--- config.mk ---
export PLATFORM = sky130hd
export DESIGN_NAME = pipe_stage_reg
export DESIGN_NICKNAME = d
export VERILOG_FILES = /design/src/rtl/pipe_pkg.sv /design/src/rtl/pipe_skid_slot.sv /design/src/rtl/pipe_stage_reg.sv
export SDC_FILE = /design/constraint.sdc
export NUM_CORES = 1
export LEC_CHECK = 0
export ABC_AREA = 1
export CAP_MARGIN = 5
export CORE_ASPECT_RATIO = 1.2
export CORE_MARGIN = 2
export CORE_UTILIZATION = 30
export CTS_CLUSTER_DIAMETER = 30
export DETAILED_ROUTE_END_ITERATION = 7
export DONT_BUFFER_PORTS = 1
export SLEW_MARGIN = 20
export SYNTH_ARGS = -nofsm -noshare
export SYNTH_HDL_FRONTEND = slang
export SYNTH_SLANG_ARGS = --single-unit
--- constraint.sdc ---
create_clock -name Clk -period 1.9 [get_ports Clk]
set_input_delay 0.38 -clock Clk [delete_from_list [all_inputs] [get_ports Clk]]
set_output_delay 0.38 -clock Clk [all_outputs]
set_load 0.01 [all_outputs]
--- src/rtl/pipe_pkg.sv ---
// Shared bundle widths and field offsets for the pipeline stage registers.
// Every stage boundary instantiates pipe_stage_reg with the widths defined here.
package pipe_pkg;

    localparam int IF_ID_CTRL_W  = 1;
    localparam int IF_ID_DATA_W  = 64;
    localparam int ID_EX_CTRL_W  = 21;
    localparam int ID_EX_DATA_W  = 186;
    localparam int EX_MEM_CTRL_W = 10;
    localparam int EX_MEM_DATA_W = 106;
    localparam int MEM_WB_CTRL_W = 3;
    localparam int MEM_WB_DATA_W = 101;

    // ID/EX control bundle, LSB-first offsets
    localparam int CTRL_ALUSRC_LSB       = 0;
    localparam int CTRL_REGDST_LSB       = 1;
    localparam int CTRL_ALUOP_LSB        = 3;
    localparam int CTRL_JUMP_LSB         = 9;
    localparam int CTRL_BRANCH_LSB       = 10;
    localparam int CTRL_MEMREAD_LSB      = 11;
    localparam int CTRL_MEMWRITE_LSB     = 12;
    localparam int CTRL_SSEL_LSB         = 13;
    localparam int CTRL_LSEL_LSB         = 15;
    localparam int CTRL_WRITEDATASEL_LSB = 18;
    localparam int CTRL_MEMTOREG_LSB     = 19;
    localparam int CTRL_REGWRITE_LSB     = 20;

    // ID/EX data bundle, LSB-first offsets
    localparam int DATA_FUNCT_LSB   = 0;
    localparam int DATA_SHAMT_LSB   = 6;
    localparam int DATA_RD_ID_LSB   = 11;
    localparam int DATA_RT_ID_LSB   = 16;
    localparam int DATA_RS_ID_LSB   = 21;
    localparam int DATA_JTARGET_LSB = 26;
    localparam int DATA_PC4_LSB     = 58;
    localparam int DATA_IMM_LSB     = 90;
    localparam int DATA_RT_VAL_LSB  = 122;
    localparam int DATA_RS_VAL_LSB  = 154;

    typedef struct packed {
        logic       reg_write;
        logic       mem_to_reg;
        logic       write_data_sel;
        logic [2:0] lsel;
        logic [1:0] ssel;
        logic       mem_write;
        logic       mem_read;
        logic       branch;
        logic       jump;
        logic [5:0] alu_op;
        logic [1:0] reg_dst;
        logic       alu_src;
    } id_ex_ctrl_t;

    function automatic logic [ID_EX_CTRL_W-1:0] pack_id_ex_ctrl(input id_ex_ctrl_t c);
        return c;
    endfunction

endpackage

--- src/rtl/pipe_skid_slot.sv ---
// One-entry holding register (valid + ctrl + data) used as the skid buffer.
// Clear drops the entry and zeroes ctrl; data is zeroed only when CLR_DATA=1.
module pipe_skid_slot import pipe_pkg::*; #(
    parameter int CTRL_W   = ID_EX_CTRL_W,
    parameter int DATA_W   = ID_EX_DATA_W,
    parameter int CLR_DATA = 0
) (
    input  logic              Clk,
    input  logic              Rst,
    input  logic              i_load,
    input  logic              i_clear,
    input  logic [CTRL_W-1:0] i_ctrl,
    input  logic [DATA_W-1:0] i_data,
    output logic              o_valid,
    output logic [CTRL_W-1:0] o_ctrl,
    output logic [DATA_W-1:0] o_data
);

    logic              r_valid;
    logic [CTRL_W-1:0] r_ctrl;
    logic [DATA_W-1:0] r_data;

    always_ff @(posedge Clk) begin
        if (Rst) begin
            r_valid <= 1'b0;
            r_ctrl  <= '0;
            r_data  <= '0;
        end else if (i_clear) begin
            r_valid <= 1'b0;
            r_ctrl  <= '0;
            if (CLR_DATA != 0) r_data <= '0;
        end else if (i_load) begin
            r_valid <= 1'b1;
            r_ctrl  <= i_ctrl;
            r_data  <= i_data;
        end
    end

    assign o_valid = r_valid;
    assign o_ctrl  = r_ctrl;
    assign o_data  = r_data;

endmodule

--- src/rtl/pipe_stage_reg.sv ---
// Generic valid/ready pipeline stage register with stall, flush and a saturating kill counter.
// Define PIPE_SKID_EN to add a second (skid) entry and make in_ready independent of out_ready.
module pipe_stage_reg import pipe_pkg::*; #(
    parameter int CTRL_W         = ID_EX_CTRL_W,
    parameter int DATA_W         = ID_EX_DATA_W,
    parameter int FLUSH_CLR_DATA = 0,
    parameter int CNT_W          = 16
) (
    input  logic              Clk,
    input  logic              Rst,
    input  logic              Flush,
    input  logic              Stall,
    input  logic              in_valid,
    output logic              in_ready,
    input  logic [CTRL_W-1:0] in_ctrl,
    input  logic [DATA_W-1:0] in_data,
    output logic              out_valid,
    input  logic              out_ready,
    output logic [CTRL_W-1:0] out_ctrl,
    output logic [DATA_W-1:0] out_data,
    output logic [CNT_W-1:0]  flush_cnt
);

    logic              r_valid;
    logic [CTRL_W-1:0] r_ctrl;
    logic [DATA_W-1:0] r_data;
    logic [CNT_W-1:0]  r_flush_cnt;

    logic w_acc;
    logic w_xfer;
    logic w_kill;

    assign w_acc  = in_valid && in_ready;
    assign w_xfer = r_valid && out_ready;

`ifdef PIPE_SKID_EN
    logic              w_skid_valid;
    logic [CTRL_W-1:0] w_skid_ctrl;
    logic [DATA_W-1:0] w_skid_data;
    logic              w_skid_load;
    logic              w_skid_clear;

    // Skid is only ever occupied while main is occupied, so main drains first.
    assign in_ready     = !Stall && !w_skid_valid;
    assign w_skid_load  = !Flush && w_acc && r_valid && !w_xfer;
    assign w_skid_clear = Flush || (w_xfer && w_skid_valid);
    assign w_kill       = r_valid || w_skid_valid;

    pipe_skid_slot #(
        .CTRL_W   (CTRL_W),
        .DATA_W   (DATA_W),
        .CLR_DATA (FLUSH_CLR_DATA)
    ) u_skid (
        .Clk     (Clk),
        .Rst     (Rst),
        .i_load  (w_skid_load),
        .i_clear (w_skid_clear),
        .i_ctrl  (in_ctrl),
        .i_data  (in_data),
        .o_valid (w_skid_valid),
        .o_ctrl  (w_skid_ctrl),
        .o_data  (w_skid_data)
    );

    always_ff @(posedge Clk) begin
        if (Rst) begin
            r_valid <= 1'b0;
            r_ctrl  <= '0;
            r_data  <= '0;
        end else if (Flush) begin
            r_valid <= 1'b0;
            r_ctrl  <= '0;
            if (FLUSH_CLR_DATA != 0) r_data <= '0;
        end else if (w_xfer && w_skid_valid) begin
            r_valid <= 1'b1;
            r_ctrl  <= w_skid_ctrl;
            r_data  <= w_skid_data;
        end else if (w_acc && (!r_valid || w_xfer)) begin
            r_valid <= 1'b1;
            r_ctrl  <= in_ctrl;
            r_data  <= in_data;
        end else if (w_xfer) begin
            r_valid <= 1'b0;
        end
    end
`else
    assign in_ready = !Stall && (!r_valid || out_ready);
    assign w_kill   = r_valid;

    always_ff @(posedge Clk) begin
        if (Rst) begin
            r_valid <= 1'b0;
            r_ctrl  <= '0;
            r_data  <= '0;
        end else if (Flush) begin
            r_valid <= 1'b0;
            r_ctrl  <= '0;
            if (FLUSH_CLR_DATA != 0) r_data <= '0;
        end else if (w_acc) begin
            r_valid <= 1'b1;
            r_ctrl  <= in_ctrl;
            r_data  <= in_data;
        end else if (w_xfer) begin
            r_valid <= 1'b0;
        end
    end
`endif

    always_ff @(posedge Clk) begin
        if (Rst) begin
            r_flush_cnt <= '0;
        end else if (Flush && w_kill && (r_flush_cnt != {CNT_W{1'b1}})) begin
            r_flush_cnt <= r_flush_cnt + CNT_W'(1);
        end
    end

    assign out_valid = r_valid;
    assign out_ctrl  = r_ctrl;
    assign out_data  = r_data;
    assign flush_cnt = r_flush_cnt;

endmodule

# ---- Word-level counts from Yosys, hierarchy flattened
# Index checks and enable logic that the tools add are counted.
dict set report totals {
  register_bits 224
  output_inout_bits 225
  wordCells 20
}
dict set report op_classes {
  n_bitwise 1
  reduce_logical 11
  muxes 2
  eq_ne 1
  addsub 1
}
# operator n
set op_table {}
lappend op_table {{16-bit by 1-bit adder with 16-bit output, second input constant} 1}
lappend op_table {{16-bit != test, second input constant} 1}
lappend op_table {{1-bit logical AND} 5}
lappend op_table {{1-bit logical NOT} 2}
lappend op_table {{1-bit two-way mux} 2}
lappend op_table {{2-bit AND reduction} 1}
lappend op_table {{2-bit nonzero test} 1}
lappend op_table {{2-bit OR reduction} 1}
lappend op_table {{1-bit logical OR} 1}
lappend op_table {{1-bit NOT} 1}

# ---- Longest topological paths before layout
# Gate-level depths: netlist of run 1.
dict set report depth {
  depth_word 5
  ltp_mapped 10
}

# ---- Least setup slack after synthesis of run 1
# Ideal clock, no wire load.
dict set report synth_path {
  path_type {reg-to-reg}
  startpoint {register r_flush_cnt[0], in the netlist flush_cnt[0]}
  endpoint {register r_flush_cnt[10], in the netlist flush_cnt[10]}
  setup_time_ns 0.113
  path_slack_ns 0.335
  period_less_slack_ns 1.565
  n_path_buf 1
  stages_incl_launch_ff 10
  t_arrival_ns 1.452
  cell_sequence {dfxtp_1 ha_1 nand2_2 nor2_2 nand2_2 o21ai_4 buf_6 nand2_1 nand2_1 nor2_1}
}
dict set report synth_via {
  elab_chain_cells 2
  elab_cells_between_ends 3
  cone_classes {add/sub: 1; eq/ne: 1; reduce/logical: 1}
}
# element line_no
set synth_lines {}
lappend synth_lines {{from (decl)} pipe_stage_reg.sv:27} ;# logic [CNT_W-1:0] r_flush_cnt;
lappend synth_lines {{from (signal assigned)} pipe_stage_reg.sv:113} ;# r_flush_cnt <= r_flush_cnt + CNT_W'(1);
lappend synth_lines {{parallel branches: the longest is 2 deep, another holds 16-bit by 1-bit adder with 16-bit output} n/a}
# Several ways; the timed one is not identified.
# A chain may end at the register's enable or synchronous reset.

# ---- Worst setup path in the final report of run 1
dict set report layout_path {
  startpoint {register r_valid, in the netlist out_valid}
  endpoint {register r_data[181], in the netlist out_data[181]}
}
dict set report layout_via {
  elab_chain_cells 5
}
# element line_no
set layout_lines {}
lappend layout_lines {{from (decl)} pipe_stage_reg.sv:24} ;# logic r_valid;
lappend layout_lines {{from (signal assigned)} pipe_stage_reg.sv:92} ;# r_valid <= 1'b0;
lappend layout_lines {{from (signal assigned)} pipe_stage_reg.sv:96} ;# r_valid <= 1'b0;
lappend layout_lines {{from (signal assigned)} pipe_stage_reg.sv:100} ;# r_valid <= 1'b1;
lappend layout_lines {{1-bit logical NOT} pipe_stage_reg.sv:87} ;# assign in_ready = !Stall && (!r_valid || out_ready);
lappend layout_lines {{1-bit logical OR} pipe_stage_reg.sv:87}
lappend layout_lines {{1-bit logical AND} pipe_stage_reg.sv:87}
lappend layout_lines {{1-bit logical AND} pipe_stage_reg.sv:33} ;# assign w_acc = in_valid && in_ready;
lappend layout_lines {{2-bit AND reduction (no line)} n/a}
lappend layout_lines {{to (signal assigned)} pipe_stage_reg.sv:102} ;# r_data <= in_data;
lappend layout_lines {{to (decl)} pipe_stage_reg.sv:26} ;# logic [DATA_W-1:0] r_data;
# Every way passes these cells.

==> flow_results.org, run 1 <==
** Run status
- Outcome :: finished with violations
- The final reports fail on hold timing.

** Clock network
- Number of buffers created by CTS :: 46
- After clock tree synthesis, the clock-pin slew on the worst setup and hold paths is 0.05 ns.
- TritonCTS built the clock tree.
- Number of sinks driven by the clock tree :: 224
- Number of instances resized during post-cts repair :: 0
- CTS HTree Levels :: 2
- Worst-case clock buffer depth :: 3
- CTS placed an instance of clkbuf_16 at the clock tree root.
- Clock insertion delay at the later pin of the skew report :: 0.52 ns

** Synthesis
- Sequential elements use 47.2% of the synthesized area.
- Post-synth EDFFs :: 0
- Leading cell types by total area after synthesis :: dfxtp_1, nand2_1, nand3_2
- The biggest area contributor in the post-synthesis netlist is dfxtp_1.
- Seq cells post-synth :: 224
- Dividing the synthesized area by the synthesized cell count gives 8.70 sq um.
- Net count after synthesis :: 1305
- Synth Instances :: 1091
- The number of different library cells used by synthesis comes to 27.
- The share of synthesized area in the top cell type comes to 47.2%.
- Predominant post-synthesis flop cell :: dfxtp_1
- The cell area that synthesis handed to floorplanning was 0.00949 sq mm.
- For this run, asynchronously set or reset flops after synthesis account for 0%.
- Warnings, synthesis :: 0

** Timing
- Setup violations remaining at the end of the flow were counted as 0.
- Number of hold violations in the final report :: 12
- The count of final max-slew check failures was 0.
- The worst path uses 91.2% of the clock period.
- Post-route clock skew :: 0.0106 ns
- Rel. slew slack :: 54.4%
- Setup repair after global routing left no endpoint under its margin.
- Crit path time final :: 1.73 ns
- For this run, the top clock speed supported by timing is 577 MHz.
- Sum of negative setup slack :: 0 ns
- For the pin with the worst max-slew slack, the measured transition is 0.684 ns.
- Hold slack :: -0.0858 ns

** Route
- Wirelength, routed :: 28700 um
- Vias/cell :: 4.91
- The first detailed-routing pass ran for 5 iterations.
- The detail route stage leaves a number of antenna-violating nets equal to 0.
- The first routing iteration left 364 violations.
- WL/cell :: 17.5 um
- The detailed router placed 8025 vias in this run.
- In the routed design, unresolved DRC markers number 0.

** Placed design
- HPWL after detailed placement :: 18500 um
- Count of input and output buffers :: 0
- Cell area after placement :: 0.00988 sq mm
- Routability-driven placement finished with a final weighted congestion of 0.803.

** Setup path
- The worst setup path is captured at a flop.
- STA classifies the critical path startpoint as a flop.
- Data on the critical path arrives at its endpoint at 2.21 ns.
- Largest incremental delay on the critical path :: 0.57 ns
- Critical path class :: reg -> reg
- WP data required :: 2.37 ns
- Among cell families on the critical path, the largest total delay comes from buffers and inverters.
- Critical Path, Cell by Cell :: inv_1, nor2_2, nor2_4, nand2_2, inv_8, nand3_1, a21oi_1, dlygate4sd3_1
- Together, buffers and inverters on the worst path number 3.
- Critical Path Fanout Max :: 9
- Cell with the largest stage delay on the worst path :: dlygate4sd3_1

** Power
- Worst ir drop on vdd :: 1070 uV
- Power per cell area :: 1160 mW/mm^2
- Internal Power :: 11.3 mW
- Leakage Power :: 4.29 nW
- Switching part of the total :: 22.7%
- The share of total power dissipated in combinational logic is 5.8%.
- Proportion of power drawn by the clock network :: 59.6%
- Total design power :: 14.6 mW
- The share of total power dissipated in sequential elements is 34.6%.
- Power dissipated by switching net loads :: 3.30 mW

** Job
- The tool flagged a number of max-cap violations equal to 0.

** Die
- Io pins :: 438
- The initial utilization of the core area, before any placement, comes to 30.4%.
- The die covers 0.0331 sq mm.
- Die height :: 199 um
- Width of the die :: 166 um
- The floorplan step defined a core boundary enclosing 0.0313 sq mm.
- Number of placement rows :: 71

** Min path
- Hold/Removal Path Class :: in -> reg

** Final layout
- Layout-stage area growth over the synthesis result :: 32.6%
- The post-route netlist has 28.0% of its cells at a drive strength greater than 1.
- Once layout is done, the placed cells without fillers occupy 0.0126 sq mm.
- For this run, the post-layout net count is 1410.
- The filler cells instantiated in the layout total 3040.

** GRT
- Wire length of the first global-routing pass :: 41900 um
- All-layer global routing usage :: 15.5%
- Entering global routing, the biggest net connects 191 pins.
- Via count of the first global-routing pass :: 7834
- Number of antenna violations at the first check in global routing :: 1
- Summed over all layers, the global routing overflow is 0.
-- placed cells by master, fill, tap and decap left out --
master	count
clkbuf_1	4
bufinv_16	9
clkinv_8	1
o21ai_4	1
diode_2	1
dfxtp_1	224
inv_8	2
inv_6	2
nand2_1	284
clkinvlp_4	3
clkbuf_8	9
ha_1	1
nand3_1	91
buf_12	10
o21ai_0	5
nand3_2	100
buf_4	40
o21bai_1	1
nor2_2	4
a31oi_1	1
xor2_1	4
inv_1	20
nand4_1	3
clkinv_4	8
nor2_1	45
dlygate4sd3_1	96
a21oi_2	100
nand2_4	1
nand2_2	3
clkbuf_16	46
xnor2_1	2
nor2_4	1
nand2_8	1
clkinv_2	4
a21oi_1	108
-- metal layers --
layer	vias up	track usage (%)	share of wire (%)
li1	3859	-	-
met1	3745	17.5	39
met2	348	26.4	50
met3	73	5.15	7.9
met4	0	7.18	3.3
met5	-	0	0
-- power groups by stage --
stage	registers [mW]	logic (mW)	clock network, mW
after floorplan	5.09	0.606	0
after global placement	5.13	0.629	0
after detailed placement	5.13	0.645	0
after CTS	5.04	0.754	8.84
after global routing	5.05	0.917	9.04
final	5.04	0.842	8.68
-- sequential cells by signal, summed over array words and instances (netlist names) --
| name | count |
|---|---|
| out_data | 186 |
| flush_cnt | 16 |
| out_valid | 1 |
| out_ctrl | 21 |
-- cell type report --
cell class,count,area (sq um),area share [%]
antenna,1,2.50,0.0199
clock buffer,59,1290,10.2
clock inverter,27,417,3.31
inverter,22,97.6,0.775
multi-input combinational,756,4330,34.4
sequential,224,4480,35.6
tap,401,502,3.99
timing repair buffer,146,1460,11.6
-- repair_timing --
| item | 4_1_cts | 5_1_grt |
|---|---|---|
| endpoints found under the setup margin | 0 | 3 |
| hold buffers | 59 | 37 |
| buffers inserted | 0 | 3 |
| endpoints found under the hold margin | 209 | 136 |
-- cells in the mapped netlist, types with 2 or more instances --
cell,instances
nand2_1,284
dfxtp_1,224
a21oi_1,108
a21oi_2,100
nand3_2,100
nand3_1,91
nor2_1,45
buf_2,34
clkbuf_1,27
inv_1,20
buf_12,11
buf_4,8
buf_1,7
o21ai_0,5
nor2_2,4
xor2_1,4
buf_6,3
nand2_2,3
nand4_1,3
inv_2,2
xnor2_1,2
-- cell families after synthesis --
logic type	count (synthesis)	synth area share, %
DFF	224	47.2
buffers and inverters	112	7.32
AOI/OAI and AO/OA	216	15.5
adders and majority gates	1	0.132
xor gates and xnor gates	6	0.554
and+or+nand+nor	532	29.3
-- through the flow --
stage / utilization [%] / worst slack (ns) / instances
finish: 40.3 / 0.166 / 1636
CTS: 39.0 / 0.0677 / 1594
floorplan: - / 0.335 / 1091
global placement: 31.6 / 0.316 / 1449
detailed placement: 31.6 / 0.289 / 1449
global route: 40.3 / 0.0751 / 1636
-- worst paths after layout --
| kind | start | end | slack [ns] | depth (start not counted) |
|---|---|---|---|---|
| worst max register to register | out_valid | out_data[181] | 0.17 | 8 |
| worst max-delay path | out_valid | out_data[181] | 0.17 | 8 |
| worst min register to register | out_data[69] | out_data[69] | 0.50 | 2 |
| worst min-delay path | Rst | out_data[46] | -0.09 | 1 |
Note: power is estimated with default switching activity, not from simulation.
==> inputs of run 2 (changes only) <==
Settings changed: CELL_PAD_IN_SITES_DETAIL_PLACEMENT set to 0, CELL_PAD_IN_SITES_GLOBAL_PLACEMENT set to 1, PLACE_DENSITY_LB_ADDON set to 0.1, SLEW_MARGIN 20 to 10.
==> run 2 against run 1 <==
Wire length grew 12%. Setup slack lost 0.040 ns. Final area grew 7.6%. Global-route usage grew 2.5 points. Sequential share of layout area shrank 2.5 points. Count of clock-buffer cells in the layout grew 9. Critical path type unchanged. The flow still finishes with violations (hold timing). Total power grew 15%.
==> flow_results.org, run 2 (synthesis gave the netlist of run 1 again) <==
** Run status
- Outcome :: finished with violations
- The checks that failed: hold timing.

** Die
- 438 I/O pins were placed.
- Die height :: 199 um
- Number of placement rows :: 71
- Std-Cell Core Area :: 0.0313 sq mm
- Width of the die :: 166 um
- The initial utilization of the core area, before any placement, comes to 30.4%.
- Die area :: 0.0331 sq mm

** Placed design
- Detailed placement finished with a half-perimeter wire length of 21000 um.
- Summing all placed instances gives a cell area of 0.00982 sq mm.
- In this run the tool buffered the top-level ports with 0 buffer cells.
- Routability-driven placement congestion ratio :: 0.718

** Route
- ANT nets after route :: 0
- In this run, the number of DRC markers left after iteration 0 of detailed routing was 354.
- WL/cell :: 18.9 um
- Wirelength, routed :: 32100 um
- Total via count after detailed routing :: 8174
- Number of remaining DRC errors :: 0
- Vias/cell :: 4.81
- Router iterations before antenna repair :: 4

** Final layout
- The top cell types in the final layout, fill and taps aside, are nand2_1, dfxtp_1, dlygate4sd3_1, a21oi_1.
- Cells with a size suffix above 1 make up 27.1% of the layout.
- Layout-stage area growth over the synthesis result :: 42.6%
- Count of nets after finishing :: 1466
- The finished cells cover 0.0135 sq mm.
- Leaving out fill and tap cells, the most frequent cell in the layout is nand2_1.
- The register with the most flip-flops in the layout has 186 of them.

** Timing
- Number of max-slew violations in the final report :: 0
- Crit path time final :: 1.77 ns
- Hold slack :: -0.0986 ns
- Setup violations remaining at the end of the flow were counted as 0.
- After layout, the worst path uses 93.4% of the clock period.
- Unrepaired setup endpoints after global routing :: false
- After routing, the total negative slack on setup checks comes to 0 ns.
- Static timing analysis puts the maximum clock frequency at 564 MHz.
- Transition time at the pin with the least slew margin :: 0.547 ns
- Post-route clock skew :: 0.0109 ns
- In this run the tightest slew margin relative to its limit is 63.6%.
- Number of hold violations in the final report :: 54

** GRT
- Entering global routing, the biggest net connects 191 pins.
- Global routing used 18.0% of the available tracks.
- Wire length of the first global-routing pass :: 46800 um
- The initial antenna violation count came to 1.
- Global route overflow :: 0
- The number of global-route vias before repair came to 7715.

** Power
- In this run switching power makes up 22.2% of total power.
- In this run, the combinational gates consume 5.5% of the power.
- For this design the ratio of total power to cell area is 1240 mW/mm^2.
- The design draws 16.8 mW.
- Per report_power, the clock group accounts for 64.3% of the total.
- In this run the static leakage power is 4.71 nW.
- Power dissipated by switching net loads :: 3.71 mW
- Registers are responsible for 30.1% of the overall power.
- Cell internal power was estimated by the tool at 13.0 mW.
- Worst ir drop on vdd :: 820 uV

** Clock network
- No sink is reached through more buffers than the 3 on the longest clock path.
- For the worst-skew pair, the clock arrives at the later sink with an insertion delay of 0.57 ns.
- Cell at the root of the clock tree :: clkbuf_16
- Number of sinks driven by the clock tree :: 224
- The number of gates resized after CTS was 0.
- After clock tree synthesis, the clock-pin slew on the worst setup and hold paths is 0.05 ns.
- TritonCTS built the clock tree.
- After clock tree synthesis, the flow added hold-fix buffers numbering 46.
- The number of clock buffers added by TritonCTS is 58.
- Post CTS Setup Buffer Count :: 0
- CTS HTree Levels :: 2

** Setup path
- STA classifies the critical path startpoint as a flop.
- Crit end category :: flop
- Critical path class :: reg -> reg
- At the worst endpoint, the arrival time is 2.22 ns.
- WP data required :: 2.35 ns
- Critical Path Fanout Max :: 19

** Job
- Across the run, the number of max-cap violations was 0.

** Min path
- The tightest min-delay check is of the in -> reg type.
[run 2: cell count changes in the layout (fill, tap and decap cells not counted), sizes merged]
cell         before  now
dlygate4sd3      96  154
buf              50   37
clkbuf           59   68
clkinv           13   19
bufinv            9   14
clkinvlp          3    2
nand2           289  288
[run 2: routing by layer]
metal  GRT usage [%]  up-vias  share of wire, %
met5               0        -                 0
met4            6.96        0               2.7
li1                -     3980                 -
met3            7.16       61               9.0
met2            31.3      338                50
met1            19.6     3795                38
[run 2: cell type report]
class | instances | area, sq um
Clock inverter | 37 | 604
Clock buffer | 68 | 1570
Multi-Input combinational cell | 755 | 4320
Timing Repair Buffer | 191 | 1960
Inverter | 22 | 97.6
Sequential cell | 224 | 4480
Tap cell | 401 | 502
Antenna cell | 1 | 2.50
Fill cell | 3075 | 17700
[run 2: worst max-delay path, cell delays in order, from the launching register on]
cell	delay [ns]
dfxtp_1	0.30
inv_1	0.06
nor2_2	0.05
nor2_4	0.08
nand2_2	0.10
inv_8	0.16
nand2_8	0.16
nand2_1	0.10
a21oi_1	0.06
dlygate4sd3_1	0.58
[run 2: path summary, 6_finish.rpt]
check / startpoint / end / slack (ns) / cells after the start
worst min-delay path: Rst / out_data[32] / -0.1 / 1
worst max register to register: out_valid / out_data[180] / 0.13 / 9
worst max-delay path: out_valid / out_data[180] / 0.13 / 9
worst min register to register: out_data[32] / out_data[32] / 0.50 / 2
[run 2: per-stage QoR]
step	setup WS, ns	hold slack (ns)	instances	utilization [%]
final	0.126	-0.0986	1699	43.3
after detailed placement	0.287	0.468	1439	31.4
after floorplan	0.335	0.483	1091	-
after global placement	0.315	0.464	1439	31.4
after global routing	0.0513	-0.142	1699	43.3
after CTS	0.154	-0.136	1590	39.8
[run 2: power groups by stage]
stage	logic [mW]	clock network (mW)	registers [mW]
6_report	0.925	10.8	5.05
4_1_cts	0.723	11.0	5.06
3_5_place_dp	0.645	0	5.14
5_1_grt	1.01	11.3	5.06
3_3_place_gp	0.639	0	5.14
2_1_floorplan	0.606	0	5.09
